**config.mk**
```make
export PLATFORM = sky130hd
export DESIGN_NAME = axi_interconnect_crossbar_wr_grant
export DESIGN_NICKNAME = d
export VERILOG_FILES = /design/src/rtl/axi_interconnect_define.sv /design/src/rtl/axi_interconnect_crossbar_arbit_polling.sv /design/src/rtl/axi_interconnect_crossbar_wr_grant.sv
export SDC_FILE = /design/constraint.sdc
export NUM_CORES = 1
export LEC_CHECK = 0
export CORE_UTILIZATION = 40
export DETAILED_ROUTE_END_ITERATION = 6
export PLACE_DENSITY_LB_ADDON = 0.25
export SLEW_MARGIN = 20
export SYNTH_ARGS = -nofsm -noshare
export SYNTH_HDL_FRONTEND = slang
export SYNTH_SLANG_ARGS = --single-unit
```
**constraint.sdc**
```tcl
create_clock -name clk_sys -period 3.3 [get_ports clk_sys]
set_clock_uncertainty 0.15 [all_clocks]
set_input_delay 0.66 -clock clk_sys [delete_from_list [all_inputs] [get_ports clk_sys]]
set_output_delay 0.66 -clock clk_sys [all_outputs]
set_load 0.02 [all_outputs]
```
**src/rtl/axi_interconnect_define.sv**
```systemverilog
// rtl/axi_interconnect_define.sv - shared state encodings and sizing helpers for the crossbar write grant path
package axi_interconnect_define;

   typedef enum logic [1:0] {
      ST_IDLE = 2'd0,
      ST_ADDR = 2'd1,
      ST_DATA = 2'd2,
      ST_RESP = 2'd3
   } wr_state_t;

   // Watchdog counter width; must hold TIMEOUT-1.
   function automatic int timeout_cnt_width(input int timeout);
      return (timeout > 2) ? $clog2(timeout) : 1;
   endfunction

endpackage

```
**src/rtl/axi_interconnect_crossbar_arbit_polling.sv**
```systemverilog
// rtl/axi_interconnect_crossbar_arbit_polling.sv - round-robin polling arbiter, search starts at last_user+1
module axi_interconnect_crossbar_arbit_polling #(
   parameter int NUM   = 8,
   parameter int WIDTH = $clog2(NUM)
) (
   input  logic [NUM-1:0]   user_req,
   input  logic [WIDTH-1:0] last_user,
   output logic [WIDTH-1:0] current_user
);

   logic [WIDTH-1:0] w_idx;
   logic             w_found;

   // i == NUM lands back on last_user, so a lone repeat requester wins again.
   always_comb begin
      current_user = last_user;
      w_idx        = '0;
      w_found      = 1'b0;
      for (int i = 1; i <= NUM; i++) begin
         w_idx = WIDTH'((int'(last_user) + i) % NUM);
         if (!w_found && user_req[w_idx]) begin
            current_user = w_idx;
            w_found      = 1'b1;
         end
      end
   end

endmodule

```
**src/rtl/axi_interconnect_crossbar_wr_grant.sv**
```systemverilog
// rtl/axi_interconnect_crossbar_wr_grant.sv - per-slave write grant FSM; optional watchdog under AXI_XBAR_WR_TIMEOUT_EN
module axi_interconnect_crossbar_wr_grant
   import axi_interconnect_define::*;
#(
   parameter int NUM     = 8,
   parameter int WIDTH   = $clog2(NUM),
   parameter int TIMEOUT = 1024
) (
   input  logic             clk_sys,
   input  logic             rst_n,
   input  logic [NUM-1:0]   m_awvalid,
   output logic [NUM-1:0]   m_awready,
   output logic             s_awvalid,
   input  logic             s_awready,
   input  logic [NUM-1:0]   m_wvalid,
   input  logic [NUM-1:0]   m_wlast,
   output logic [NUM-1:0]   m_wready,
   output logic             s_wvalid,
   output logic             s_wlast,
   input  logic             s_wready,
   input  logic             s_bvalid,
   output logic             s_bready,
   output logic [NUM-1:0]   m_bvalid,
   input  logic [NUM-1:0]   m_bready,
   output logic             grant_vld,
   output logic [WIDTH-1:0] grant_user,
   output logic [WIDTH-1:0] last_user,
   output logic             timeout_err
);

   wr_state_t        r_state;
   logic             r_grant_vld;
   logic [WIDTH-1:0] r_grant_user;
   logic [WIDTH-1:0] r_last_user;
   logic             r_timeout_err;
   logic [WIDTH-1:0] w_current_user;
   logic             w_aw_hs;
   logic             w_w_hs;
   logic             w_b_hs;
   logic             w_unused_timeout;

   assign w_unused_timeout = (TIMEOUT == 0);

   axi_interconnect_crossbar_arbit_polling #(
      .NUM   (NUM),
      .WIDTH (WIDTH)
   ) u_arbit (
      .user_req     (m_awvalid),
      .last_user    (r_last_user),
      .current_user (w_current_user)
   );

   // Channel routing is decoded from registered state so nothing leaks outside its phase.
   always_comb begin
      m_awready = '0;
      s_awvalid = 1'b0;
      m_wready  = '0;
      s_wvalid  = 1'b0;
      s_wlast   = 1'b0;
      m_bvalid  = '0;
      s_bready  = 1'b0;
      case (r_state)
         ST_ADDR: begin
            s_awvalid               = m_awvalid[r_grant_user];
            m_awready[r_grant_user] = s_awready;
         end
         ST_DATA: begin
            s_wvalid               = m_wvalid[r_grant_user];
            s_wlast                = m_wlast[r_grant_user];
            m_wready[r_grant_user] = s_wready;
         end
         ST_RESP: begin
            m_bvalid[r_grant_user] = s_bvalid;
            s_bready               = m_bready[r_grant_user];
         end
         default: ;
      endcase
   end

   assign w_aw_hs = s_awvalid & s_awready;
   assign w_w_hs  = s_wvalid & s_wready;
   assign w_b_hs  = s_bvalid & s_bready;

`ifdef AXI_XBAR_WR_TIMEOUT_EN
   localparam int TW = timeout_cnt_width(TIMEOUT);
   logic [TW-1:0] r_cnt;
`endif

   always_ff @(posedge clk_sys) begin
      if (!rst_n) begin
         r_state       <= ST_IDLE;
         r_grant_vld   <= 1'b0;
         r_grant_user  <= '0;
         r_last_user   <= '0;
         r_timeout_err <= 1'b0;
`ifdef AXI_XBAR_WR_TIMEOUT_EN
         r_cnt         <= '0;
`endif
      end else begin
         r_timeout_err <= 1'b0;
         case (r_state)
            ST_IDLE: begin
               if (|m_awvalid) begin
                  r_state      <= ST_ADDR;
                  r_grant_user <= w_current_user;
                  r_grant_vld  <= 1'b1;
               end
            end
            ST_ADDR: if (w_aw_hs) r_state <= ST_DATA;
            ST_DATA: if (w_w_hs && s_wlast) r_state <= ST_RESP;
            ST_RESP: begin
               if (w_b_hs) begin
                  r_state     <= ST_IDLE;
                  r_last_user <= r_grant_user;
                  r_grant_vld <= 1'b0;
               end
            end
            default: r_state <= ST_IDLE;
         endcase
`ifdef AXI_XBAR_WR_TIMEOUT_EN
         // A handshake always beats the watchdog, so the late assignments below never fight a transition.
         if (r_state == ST_DATA || r_state == ST_RESP) begin
            if (w_w_hs || w_b_hs) begin
               r_cnt <= '0;
            end else if (r_cnt == TW'(TIMEOUT - 1)) begin
               r_cnt         <= '0;
               r_timeout_err <= 1'b1;
               r_state       <= ST_IDLE;
               r_last_user   <= r_grant_user;
               r_grant_vld   <= 1'b0;
            end else begin
               r_cnt <= r_cnt + TW'(1);
            end
         end else begin
            r_cnt <= '0;
         end
`endif
      end
   end

   assign grant_vld   = r_grant_vld;
   assign grant_user  = r_grant_user;
   assign last_user   = r_last_user;
   assign timeout_err = r_timeout_err;

endmodule

```
* Yosys cells after proc, flatten, opt, wreduce, memory -nomap -nowiden
Index checks and enable logic that the tools add are counted.
** Storage, ports and cells
- Register bits after elaboration :: 9
- Output and inout bits :: 36
- Word-level logic and storage cells :: 114
** Cells by class
- $add $sub $neg :: 8
- Order comparisons :: 10
- Equal/unequal tests :: 7
- Mux-type cells :: 56
- Bitwise gates (word level) :: 6
- Reduce and logical (&&, ||, !) cells :: 23
** Operators with widths (number)
- binary-select mux 1 bit (select 3 bit) :: 12
- less-than comparator 3 x 4 -> 1 bit, second input constant :: 9
- 2-to-1 mux 1 bit :: 26
- bitwise AND 8 bit :: 3
- 2-to-1 mux 3 bit :: 8
- 2-to-1 mux 8 bit :: 3
- adder 3 bit, second input constant :: 4
- logical AND 1 bit :: 9
- 2-to-1 mux 2 bit :: 4
- != test 2 bit, second input constant :: 4
- one-hot mux 2 bit (4 select lines) :: 1
- OR reduction 8 bit :: 1
- logical NOT 1 bit :: 7
- adder 3 x 1 -> 3 bit, second input constant :: 2
- adder 3 x 2 -> 3 bit, second input constant :: 2
- equality test 2 bit, second input constant :: 2
- AND reduction 2 bit :: 2
- AND reduction 4 bit :: 1
- bitwise AND 1 bit :: 3
- demux 1 bit (select 3 bit) :: 1
- greater-or-equal comparator 3 x 1 -> 1 bit, second input constant :: 1
- AND reduction 3 bit :: 1
- equality test 2 x 1 -> 1 bit, second input constant :: 1
- logical NOT 2 bit :: 1
- other kinds (2) :: 2

* Longest topological paths before layout
Gate-level depths: netlist (run 1).
- Depth after elaboration :: 25
- Mapped depth :: 13

* Cells and area by module
Synthesis (run 1) repeated with hierarchy kept, for this count alone.
** Unflattened totals
- Cell total of the unflattened synthesis :: 236
- Area, all modules :: 1941.9 um^2
** By module, submodules not included
- axi_interconnect_crossbar_wr_grant :: instances 1, cells an instance 132, area each 977.2 um^2
- axi_interconnect_crossbar_arbit_polling :: instances 1, cells an instance 104, area each 964.7 um^2

* Worst setup path after synthesis (run 1)
OpenSTA, ideal clock, no wires.
- Path kind :: flip-flop to flip-flop
- From :: register r_last_user[1], in the netlist last_user[1]
- To :: register r_grant_user[0], in the netlist grant_user[0]
- Arrival :: 3002 ps
- Data required time :: 3055 ps
- Path slack :: 53 ps
- Cell stages (with the launch flop) :: 13
- Buffers on the path :: 3
- Period minus slack after synthesis :: 3247 ps
- Path through :: dfxtp_1 > buf_2 > buf_2 > inv_1 > ha_1 > clkbuf_1 > mux4_1 > mux2i_2 > and4_4 > nor3b_2 > a211oi_1 > or4_1 > o311ai_1
** Between the ends
- Longest elaborated chain between the ends :: 25
- Elaborated cells on any way between the ends :: 53
- Classes of those cells :: add/sub (8); mux (31); reduce/logical (14)
** Ends and longest elaborated chain
- from (decl) :: line axi_interconnect_crossbar_wr_grant.sv:34 : logic [WIDTH-1:0] r_last_user;
- from (signal assigned) :: line axi_interconnect_crossbar_wr_grant.sv:114 : r_last_user <= r_grant_user;
- adder 3 x 1 -> 3 bit :: line axi_interconnect_crossbar_arbit_polling.sv:20 : w_idx = WIDTH'((int'(last_user) + i) % NUM);
- binary-select mux 1 bit (select 3 bit) :: line axi_interconnect_crossbar_arbit_polling.sv:21 : if (!w_found && user_req[w_idx]) begin
- 2-to-1 mux 1 bit (implied by the code) :: line axi_interconnect_crossbar_arbit_polling.sv:21
- 2-to-1 mux 1 bit :: line axi_interconnect_crossbar_arbit_polling.sv:21
- logical NOT 1 bit :: line axi_interconnect_crossbar_arbit_polling.sv:21
- logical AND 1 bit :: line axi_interconnect_crossbar_arbit_polling.sv:21
- 2-to-1 mux 1 bit :: line axi_interconnect_crossbar_arbit_polling.sv:21
- logical NOT 1 bit :: line axi_interconnect_crossbar_arbit_polling.sv:21
- [9 not listed]
- logical AND 1 bit :: line axi_interconnect_crossbar_arbit_polling.sv:21
- 2-to-1 mux 1 bit :: line axi_interconnect_crossbar_arbit_polling.sv:21
- logical NOT 1 bit :: line axi_interconnect_crossbar_arbit_polling.sv:21
- logical AND 1 bit :: line axi_interconnect_crossbar_arbit_polling.sv:21
- 2-to-1 mux 1 bit :: line axi_interconnect_crossbar_arbit_polling.sv:21
- logical NOT 1 bit :: line axi_interconnect_crossbar_arbit_polling.sv:21
- logical AND 1 bit :: line axi_interconnect_crossbar_arbit_polling.sv:21
- 2-to-1 mux 3 bit * :: line axi_interconnect_crossbar_arbit_polling.sv:21
- to (signal assigned) :: line axi_interconnect_crossbar_wr_grant.sv:105 : r_grant_user <= w_current_user;
- to (decl) :: line axi_interconnect_crossbar_wr_grant.sv:33 : logic [WIDTH-1:0] r_grant_user;
Mark *: on every way between the ends. The rest lies on a longest branch, timed or not. The select of a mux whose other input is x is not followed.
A chain may end at the register's enable or synchronous reset.

* Worst setup path after layout (run 1)
- From :: input port m_wlast[5]
- To :: output port s_wlast
** Between the ends
- Longest elaborated chain between the ends :: 3
** Ends and longest elaborated chain
- from (decl) :: line axi_interconnect_crossbar_wr_grant.sv:16 : input logic [NUM-1:0] m_wlast,
- binary-select mux 1 bit (select 3 bit) :: line axi_interconnect_crossbar_wr_grant.sv:69 : s_wlast = m_wlast[r_grant_user];
- 2-to-1 mux 1 bit (implied by the code) :: line axi_interconnect_crossbar_wr_grant.sv:69
- 2-to-1 mux 1 bit :: line axi_interconnect_crossbar_wr_grant.sv:62 : case (r_state)
- to (decl) :: line axi_interconnect_crossbar_wr_grant.sv:19 : output logic s_wlast,
No other way between the ends. The select of a mux whose other input is x is not followed.

==> summary.txt, run 1 <==
Timing
  – Unrepaired setup endpoints after global routing: false
  – Slack of the critical path: 0.0626 ns
  – Max-slew violations: 0
  – Final Setup Violations: 0
  – Part of the cycle the worst path needs: 98.1%
  – Final count of hold timing violations: 0
  – Transition time at the pin with the least slew margin: 0.634 ns
  – Final min period: 3.24 ns
  – Top achievable clock speed: 309 MHz
  – Normalized max-slew margin: 57.7%

CTS
  – CTS tree: built
  – Clock edge transition at the registers on the reported setup and hold paths: 0.05 ns
  – CTS root buf: sky130_fd_sc_hd__clkbuf_8
  – Number of setup buffers added after CTS: 0
  – Max clock buf depth: 2
  – Number of hold-repair buffers added at the cts stage: 0
  – Level count of the clock H-tree: 1
  – TritonCTS Buffers: 3
  – Clock latency at the later pin of the worst-skew pair: 0.23 ns
  – Count of clock tree sinks: 9

Power and ir drop
  – Pleak: 1.04 nW
  – Total power density per cell area: 372 nW/um^2
  – VDD IR-drop max: 0.000218 V

Worst setup path
  – Critical Path RT: 2.49 ns
  – CP Class: primary input to primary output
  – Worst Path Max Fanout: 2
  – Type of destination of the critical path: primary output
  – Worst setup SP type: primary input
  – Arr. time, crit path: 2.43 ns

Yosys
  – Biggest area consumer among synthesized cells: sky130_fd_sc_hd__dfxtp_1
  – Number of flops mapped to enable cells by yosys: 0
  – Dominant cells by area after synthesis: sky130_fd_sc_hd__dfxtp_1 (9.8%), sky130_fd_sc_hd__mux4_2 (9.8%), sky130_fd_sc_hd__mux2i_1 (9.2%)
  – Flops & latches, synth: 9
  – YS warnings: 0
  – Post-synthesis cell area: 1840 sq um
  – Number of standard cells after synthesis: 237
  – Synth cell types: 53
  – Prevailing post-synth register cell: sky130_fd_sc_hd__dfxtp_1
  – Sequential-to-total area share from yosys stat: 9.79%
  – Net Count, Synth: 281
  – Proportion of register bits with asynchronous set or reset after synthesis: 0%
  – Post-synthesis average cell area: 7.77 sq um
  – Area fraction of the dominant cell type after synthesis: 9.79%

Floorplanning
  – Boundary Pins: 73
  – Area enclosed by the die boundary: 4880 sq um
  – Core ar.: 4380 sq um
  – Chip Height: 69.8 um
  – Effective utilization at floorplan: 42.0%
  – DIE WIDTH: 69.8 um
  – Number of standard-cell rows in the floorplan: 24

Drt
  – Via-per-instance ratio: 5.83
  – Initial DRC count: 118
  – Final Routed Wirelength: 5740 um
  – Router iterations before antenna repair: 5
  – Final ANT Viol Nets: 0
  – Routed length per placed instance: 15.4 um
  – Total vias in the final route: 2173
  – Count of unresolved DRC violations after routing: 0

GRT
  – Total gr overflow: 0
  – Total global routing track utilization: 23.6%
  – Number of global-route vias before repair: 2079
  – Maximum number of pins on one net before global-route repair: 25
  – Wire length of the first global-routing pass: 9560 um
  – Antenna violations before repair: 0

Layout
  – # diodes: 0
  – Most frequent cells in the layout: sky130_fd_sc_hd__clkdlybuf4s50_1 (70), sky130_fd_sc_hd__nor2_1 (31), sky130_fd_sc_hd__buf_4 (26)
  – Filler-free cell count of the finished design: 373
  – Relative area change from synthesis to final layout: 51.3%
  – Total number of nets in the final design: 366
  – Ratio of cells with drive above 1 in the final layout: 16.2%
  – Leading cell type in the layout, fill and taps excluded: sky130_fd_sc_hd__clkdlybuf4s50_1
  – Number of fill cells in the layout: 386

Worst hold path
  – Hold Path Class: flop to flop

Placed design
  – Number of buffers inserted by port buffering: 71
  – Post-DP HPWL: 4540 um
  – Last weighted congestion value of the routability-driven placer: 0.871
  – Post-Place Cells: 369
  – Place WS: -0.0512 ns

Outcome
  – Status: completed

Flow run
  – Max Cap Violations: 0
==> cell usage after synthesis, drive strengths merged (2+ instances only) <==
library cell and number:
nand2b 3, dfxtp 9, a21oi 8, nor3 13
nand4 2, nand3 6, o21ai 13, a211oi 6
nor3b 5, o211ai 2, mux2 6, nor2b 6
a32oi 2, nor2 31, buf 6, o221ai 2
mux2i 18, ha 7, inv 12, nand3b 5
xor2 2, mux4 13, nand2 22, clkbuf 11
o2bb2ai 3, a41o 2, nor4 3
==> per-stage QoR <==
step / TNS [ns] / total power, mW / cell area, sq um / utilization (%) / hold WS (ns)
final: 0 / 1.04 / 2790 / 63.5 / 0.388
after CTS: 0 / 1.02 / 2780 / 63.3 / 0.386
after global routing: 0 / 1.12 / 2790 / 63.5 / 0.420
after detailed placement: -0.165 / 0.893 / 2730 / 62.3 / 0.375
after floorplan: 0 / 0.594 / 1840 / - / 0.368
after global placement: -0.113 / 0.882 / 2730 / 62.3 / 0.356
==> report_power, final <==
| group | internal (mW) | switching (mW) | total, mW |
|---|---|---|---|
| Clock | 0.0844 | 0.0456 | 0.130 |
| Sequential | 0.136 | 0.0554 | 0.191 |
| Combinational | 0.345 | 0.371 | 0.716 |
| Total | 0.565 | 0.472 | 1.04 |
==> what timing repair did <==
item | 4_1_cts | 5_1_grt
pin swaps | 0 | 0
endpoints found under the setup margin | 1 | 3
gates cloned | 0 | 0
resized for setup | 1 | 3
==> flip-flops by register name, summed over array words and instances, names as in the netlist <==
signal,cells
r_state,2
grant_vld,1
last_user,3
grant_user,3
==> layer usage <==
metal / up-vias / wire length, um / global-route usage, %
li1: 1055 / - / -
met1: 1023 / 2500 / 29.8
met2: 93 / 2810 / 42.7
met3: 2 / 397 / 4.51
met4: 0 / 29 / 2.44
met5: - / 0 / 0
==> path summary, 6_finish.rpt <==
check,slack [ns],to,startpoint,cells after the start
max,0.06,s_wlast,m_wlast[5],5
min,0.39,grant_vld$_SDFFE_PN0P_,grant_vld$_SDFFE_PN0P_,2
max reg2reg,0.36,grant_user[0]$_SDFFE_PN0P_,last_user[1]$_SDFFE_PN0P_,9
min reg2reg,0.39,grant_vld$_SDFFE_PN0P_,grant_vld$_SDFFE_PN0P_,2
==> worst max-delay path, cell delays in order <==
cell and delay (ns):
sky130_fd_sc_hd__clkdlybuf4s50_1 0.43, sky130_fd_sc_hd__mux4_2 0.49, sky130_fd_sc_hd__mux2i_2 0.23, sky130_fd_sc_hd__nor2b_1 0.08, sky130_fd_sc_hd__clkdlybuf4s50_1 0.54
==> cell families (layout without fill, tap and decap cells) <==
kind of cell | after synthesis | count (layout) | share of synthesized area [%]
other | 1 | 1 | 0.204
and+or+nand+nor | 102 | 102 | 27.9
AOI/OAI and AO/OA | 48 | 48 | 18.0
muxes | 37 | 37 | 30.6
xor gates and xnor gates | 3 | 3 | 1.84
buffers and inverters | 30 | 114 | 6.93
DFF | 9 | 9 | 9.79
adders and majority gates | 7 | 7 | 4.76
==> layout make-up <==
cell class                 instances  area [sq um]  area share [%]
tap                               52          65.1            2.34
sequential                         9           181            6.51
timing repair buffer              97           905            32.5
inverter                          13          52.6            1.89
multi-input combinational        198          1540            55.2
clock buffer                       4          45.0            1.62
No activity file was read; power rests on OpenSTA's default activity.
==> run 2: changes to the inputs <==
--- a/config.mk
+++ b/config.mk
@@ -5,7 +5,7 @@
 export SDC_FILE = /design/constraint.sdc
 export NUM_CORES = 1
 export LEC_CHECK = 0
-export CORE_UTILIZATION = 40
+export CORE_UTILIZATION = 45
 export DETAILED_ROUTE_END_ITERATION = 6
 export PLACE_DENSITY_LB_ADDON = 0.25
 export SLEW_MARGIN = 20
==> constraint.sdc (replaced) <==
create_clock -name clk_sys -period 3.55 [get_ports clk_sys]
set_clock_uncertainty 0.15 [all_clocks]
set_input_delay 0.71 -clock clk_sys [delete_from_list [all_inputs] [get_ports clk_sys]]
set_output_delay 0.71 -clock clk_sys [all_outputs]
set_load 0.02 [all_outputs]
==> run 2 against run 1 <==
  * Sequential cell count did not move
  * Clock power fell by 8%
  * Worst hold slack got worse by 0.0040 ns
  * Largest cell class unchanged
  * Register-to-register slack improved by 0.16 ns
  * Critical path depth rose by 1
  * Non-clock buffer count fell by 16
==> summary.txt, run 2 (synthesized netlist as in run 1, its figures left out) <==
Outcome
  – Status: completed

CTS
  – Number of hold-repair buffers added at the cts stage: 0
  – Number of setup buffers added after CTS: 0
  – Clock edge transition at the registers on the reported setup and hold paths: 0.04 ns
  – Level count of the clock H-tree: 1
  – Post-cts sizing count: 0
  – Count of clock tree sinks: 9
  – TritonCTS Buffers: 3
  – CTS tree: built
  – Clock latency at the later pin of the worst-skew pair: 0.24 ns
  – Max clock buf depth: 2
  – CTS root buf: sky130_fd_sc_hd__clkbuf_8

Worst setup path
  – Critical Path RT: 2.69 ns
  – Type of destination of the critical path: primary output
  – Worst setup SP type: primary input
  – Arr. time, crit path: 2.58 ns
  – Setup slack of the most critical reg-to-reg path: 0.52 ns
  – Cell with the biggest individual delay on the critical path: sky130_fd_sc_hd__clkdlybuf4s50_1
  – Delay of the slowest cell on the worst path: 0.55 ns
  – FF-to-FF path depth: 9
  – Dominant delay contributor by cell family on the critical path: buffers and inverters
  – Capturing point of the worst reg2reg path: grant_user[0]$_SDFFE_PN0P_
  – CP Class: primary input to primary output
  – Cell breakdown of the critical path: clkdlybuf4s50_1 > mux2i_1 > o2bb2ai_1 > a211oi_1 > nor2b_1 > clkdlybuf4s50_1
  – Worst Path Buf+Inv: 2
  – Worst Path Max Fanout: 9
  – Most repeated library cell on the critical path: sky130_fd_sc_hd__clkdlybuf4s50_1
  – Origin of the critical flop-to-flop path: last_user[0]$_SDFFE_PN0P_

Floorplanning
  – Chip Height: 66.0 um
  – Core ar.: 3800 sq um
  – Effective utilization at floorplan: 48.5%
  – Boundary Pins: 73
  – DIE WIDTH: 66.0 um
  – Number of standard-cell rows in the floorplan: 22
  – Area enclosed by the die boundary: 4350 sq um

Layout
  – Ratio of cells with drive above 1 in the final layout: 10.8%
  – Total number of nets in the final design: 350
  – Most frequent cells in the layout: sky130_fd_sc_hd__clkdlybuf4s50_1 (71), sky130_fd_sc_hd__nor2_1 (31), sky130_fd_sc_hd__nand2_1 (22)
  – Finished Core Util: 69.8%
  – Relative area change from synthesis to final layout: 44.1%
  – Design Area, Final: 2650 sq um
  – # diodes: 0
  – Leading cell type in the layout, fill and taps excluded: sky130_fd_sc_hd__clkdlybuf4s50_1

Placed design
  – Post-placement cell area: 2610 sq um
  – Number of buffers inserted by port buffering: 71
  – Last weighted congestion value of the routability-driven placer: 0.925
  – Post-DP HPWL: 4400 um

Power and ir drop
  – Pleak: 0.956 nW
  – VDD IR-drop max: 0.000163 V
  – Power after layout: 0.912 mW
  – Total power density per cell area: 344 nW/um^2

Drt
  – Routed length per placed instance: 16.0 um
  – Final Routed Wirelength: 5660 um
  – Count of unresolved DRC violations after routing: 0
  – Via-per-instance ratio: 6.01
  – Initial DRC count: 134
  – Total vias in the final route: 2123
  – Router iterations before antenna repair: 5
  – Final ANT Viol Nets: 0

Worst hold path
  – Hold Path Class: flop to flop
  – Hold endpoint: grant_vld$_SDFFE_PN0P_
  – Worst min-delay path startpoint: grant_vld$_SDFFE_PN0P_
  – Hold Path Stages: 2

Timing
  – Final Setup Violations: 0
  – Top achievable clock speed: 291 MHz
  – Final min period: 3.44 ns
  – Part of the cycle the worst path needs: 97.0%
  – Max-slew violations: 0
  – Unrepaired setup endpoints after global routing: false
  – Final-layout setup total negative slack: 0 ns
  – Transition time at the pin with the least slew margin: 0.709 ns
  – Final count of hold timing violations: 0
  – Normalized max-slew margin: 52.7%

Flow run
  – Max Cap Violations: 0

GRT
  – Number of global-route vias before repair: 2003
  – Wire length of the first global-routing pass: 9510 um
  – Total gr overflow: 0
  – Total global routing track utilization: 27.8%
  – Antenna violations before repair: 0
  – Maximum number of pins on one net before global-route repair: 24
-- run 2: worst reg2reg max path, cell delays in order (launching register included) --
cell	delay, ns
sky130_fd_sc_hd__dfxtp_1	0.32
sky130_fd_sc_hd__inv_1	0.08
sky130_fd_sc_hd__ha_1	0.64
sky130_fd_sc_hd__mux4_1	0.50
sky130_fd_sc_hd__mux2i_2	0.23
sky130_fd_sc_hd__and4_4	0.27
sky130_fd_sc_hd__nor3b_2	0.16
sky130_fd_sc_hd__a211oi_1	0.09
sky130_fd_sc_hd__or4_1	0.40
sky130_fd_sc_hd__o311ai_1	0.09
-- run 2: area by class of cell --
class | instances | area [sq um]
fillers | 319 | 1150
repair buffers | 81 | 786
well taps | 48 | 60.1
multi-input cells | 198 | 1530
flip-flops and latches | 9 | 180
clock buffers | 4 | 45.0
inverters | 13 | 48.8
-- run 2: metrics by stage --
stage	worst slack, ns	hold slack, ns	instances
floorplan	0.303	0.368	237
global placement	0.124	0.357	349
detailed placement	0.104	0.381	349
CTS	0.124	0.393	353
global route	0.0380	0.435	353
finish	0.108	0.384	353
-- run 2: worst max-delay path by stage --
stage | to | cells after the start | slack (ns) | start
2_1_floorplan | grant_user[0]$_SDFFE_PN0P_ | 12 | 0.30 | last_user[1]$_SDFFE_PN0P_
3_3_place_gp | grant_user[0]$_SDFFE_PN0P_ | 8 | 0.12 | m_awvalid[4]
3_5_place_dp | grant_user[0]$_SDFFE_PN0P_ | 8 | 0.10 | m_awvalid[4]
4_1_cts | s_awvalid | 6 | 0.12 | m_awvalid[5]
5_1_grt | s_awvalid | 6 | 0.04 | m_awvalid[7]
6_report | s_awvalid | 6 | 0.11 | m_awvalid[5]
-- run 2: layer usage --
metal | GRT usage (%) | share of wire (%) | up-vias
li1 | - | - | 1023
met1 | 40.4 | 46 | 1000
met2 | 43.8 | 45 | 93
met3 | 3.45 | 7.3 | 7
met4 | 5.59 | 1.1 | 0
met5 | 0 | 0 | -
-- run 2: power breakdown --
group / switching [mW] / internal, mW
clock network: 0.0419 / 0.0784
registers: 0.0524 / 0.125
logic: 0.328 / 0.286
total: 0.423 / 0.490
==> run 3: changes to the inputs <==
--- a/config.mk
+++ b/config.mk
@@ -5,6 +5,7 @@
 export SDC_FILE = /design/constraint.sdc
 export NUM_CORES = 1
 export LEC_CHECK = 0
+export CORE_MARGIN = 2
 export CORE_UTILIZATION = 45
 export DETAILED_ROUTE_END_ITERATION = 6
 export PLACE_DENSITY_LB_ADDON = 0.25
==> run 3 against run 2 <==
  * Critical endpoint is now s_wvalid
  * Global-route usage fell by 2.6 points
  * Final cell count increased by 1.1%
  * Worst setup slack improved by 0.068 ns
  * Register-to-register slack is essentially flat
  * First-iteration DRC count is 6.7% higher
  * Design area grew 0.75%
  * Sequential cell count is the same
  * Maximum frequency rose by 2.0%
  * Clock power hardly changed
  * Sequential power rose by 2%
  * Combinational power down 2%
  * Die area rose by 6.2%
==> summary.txt, run 3 (synthesized netlist as in run 1, its figures left out) <==
Placed design
  – Last weighted congestion value of the routability-driven placer: 0.933
  – Post-Place Cells: 353
  – Post-DP HPWL: 4440 um
  – Place WS: 0.110 ns
  – Number of buffers inserted by port buffering: 71

Timing
  – Normalized max-slew margin: 44.3%
  – Transition time at the pin with the least slew margin: 0.835 ns
  – Final count of hold timing violations: 0
  – Final min period: 3.37 ns
  – Slack of the critical path: 0.176 ns
  – Top achievable clock speed: 296 MHz
  – Unrepaired setup endpoints after global routing: false
  – Final-layout setup total negative slack: 0 ns
  – Part of the cycle the worst path needs: 95.1%
  – Final Setup Violations: 0
  – Max-slew violations: 0

CTS
  – Clock edge transition at the registers on the reported setup and hold paths: 0.04 ns
  – Level count of the clock H-tree: 1
  – Max clock buf depth: 2
  – TritonCTS Buffers: 3
  – Count of clock tree sinks: 9
  – CTS root buf: sky130_fd_sc_hd__clkbuf_8
  – CTS tree: built
  – Clock latency at the later pin of the worst-skew pair: 0.23 ns
  – Number of hold-repair buffers added at the cts stage: 0

Layout
  – Most frequent cells in the layout: sky130_fd_sc_hd__clkdlybuf4s50_1 (70), sky130_fd_sc_hd__nor2_1 (31), sky130_fd_sc_hd__nand2_1 (22)
  – Area used by multi-input combinational logic: 1530 sq um
  – Sequential cell area: 180 sq um
  – Leading cell type in the layout, fill and taps excluded: sky130_fd_sc_hd__clkdlybuf4s50_1
  – Ratio of cells with drive above 1 in the final layout: 11.4%
  – Number of fill cells in the layout: 355
  – Total number of nets in the final design: 352
  – Relative area change from synthesis to final layout: 45.2%
  – Filler-free cell count of the finished design: 357
  – # diodes: 0
  – Finished Core Util: 67.3%

Power and ir drop
  – Part of the total power dissipated in the clock network: 13.3%
  – Pleak: 0.983 nW
  – VDD IR-drop max: 0.000245 V
  – Sequential fraction of design power: 20.1%
  – Portion of total power attributed to combinational logic: 66.6%
  – Fraction of power spent switching nets: 46.3%
  – Total power density per cell area: 337 nW/um^2
  – Total internal power: 0.484 mW
  – Net load switching power: 0.417 mW

Floorplanning
  – Core ar.: 3970 sq um
  – Chip Height: 68.0 um
  – Effective utilization at floorplan: 46.3%
  – DIE WIDTH: 68.0 um
  – Area enclosed by the die boundary: 4620 sq um
  – Boundary Pins: 73
  – Number of standard-cell rows in the floorplan: 23

Worst setup path
  – Type of destination of the critical path: primary output
  – CP Class: flop to primary output
  – Arr. time, crit path: 2.51 ns
  – Critical Path RT: 2.69 ns
  – Worst setup SP type: flop
  – Worst Path Max Fanout: 20

Drt
  – Total vias in the final route: 2092
  – Final ANT Viol Nets: 0
  – Initial DRC count: 143
  – Router iterations before antenna repair: 4
  – Via-per-instance ratio: 5.86
  – Count of unresolved DRC violations after routing: 0
  – Final Routed Wirelength: 5620 um
  – Routed length per placed instance: 15.8 um

GRT
  – Total gr overflow: 0
  – Maximum number of pins on one net before global-route repair: 24
  – Number of global-route vias before repair: 1979
  – Wire length of the first global-routing pass: 8960 um
  – Total global routing track utilization: 25.2%
  – Antenna violations before repair: 0

Outcome
  – Status: completed

Flow run
  – Max Cap Violations: 0

Worst hold path
  – Hold Path Class: flop to flop
==> run 3: cell types whose count changed in the layout (fill, tap and decap cells not counted) <==
cell,before,now
sky130_fd_sc_hd__clkdlybuf4s50_1,71,70
sky130_fd_sc_hd__buf_4,10,12
sky130_fd_sc_hd__dlymetal6s2s_1,0,1
==> run 3: timing repair <==
action | in CTS | in global routing
resized for setup | 0 | 1
buffers inserted | 0 | 0
setup endpoints to repair | 0 | 1
==> run 3: cell type report <==
class / count / share of cell area (%)
Clock buffer: 4 / 1.69
Inverter: 13 / 1.83
Multi-Input combinational cell: 198 / 57.4
Sequential cell: 9 / 6.74
Tap cell: 50 / 2.34
Timing Repair Buffer: 83 / 30.1
==> run 3: worst paths after layout <==
kind / startpoint / endpoint / slack [ns] / cells after the start
min: grant_vld$_SDFFE_PN0P_ / grant_vld$_SDFFE_PN0P_ / 0.39 / 2
min reg2reg: grant_vld$_SDFFE_PN0P_ / grant_vld$_SDFFE_PN0P_ / 0.39 / 2
max reg2reg: last_user[0]$_SDFFE_PN0P_ / grant_user[0]$_SDFFE_PN0P_ / 0.52 / 9
max: grant_user[2]$_SDFFE_PN0P_ / s_wvalid / 0.18 / 5
==> run 3: worst max-delay path: stages, from the launching register on <==
cell and delay (ns):
sky130_fd_sc_hd__dfxtp_1 0.86, sky130_fd_sc_hd__mux2i_1 0.27, sky130_fd_sc_hd__o2bb2ai_1 0.09, sky130_fd_sc_hd__a221oi_1 0.41, sky130_fd_sc_hd__nor2b_1 0.09, sky130_fd_sc_hd__clkdlybuf4s50_1 0.55
==> run 3: power groups by stage <==
stage	sequential [mW]	clock [mW]	combinational [mW]
2_1_floorplan	0.160	0	0.392
3_3_place_gp	0.183	0	0.590
3_5_place_dp	0.183	0	0.598
4_1_cts	0.182	0.122	0.601
5_1_grt	0.187	0.125	0.654
6_report	0.181	0.120	0.600
==> run 3: layer usage <==
layer,global-route usage [%],wire (um)
met2,43.9,2700
met4,4.00,46
met1,32.3,2400
met3,5.59,478
met5,0,0
==> run 3: stage by stage <==
step / area (sq um) / power (mW) / hold WS (ns)
after floorplan: 1840 / 0.552 / 0.368
after global placement: 2630 / 0.773 / 0.354
after detailed placement: 2630 / 0.782 / 0.373
after CTS: 2670 / 0.905 / 0.384
after global routing: 2670 / 0.966 / 0.445
final: 2670 / 0.901 / 0.385
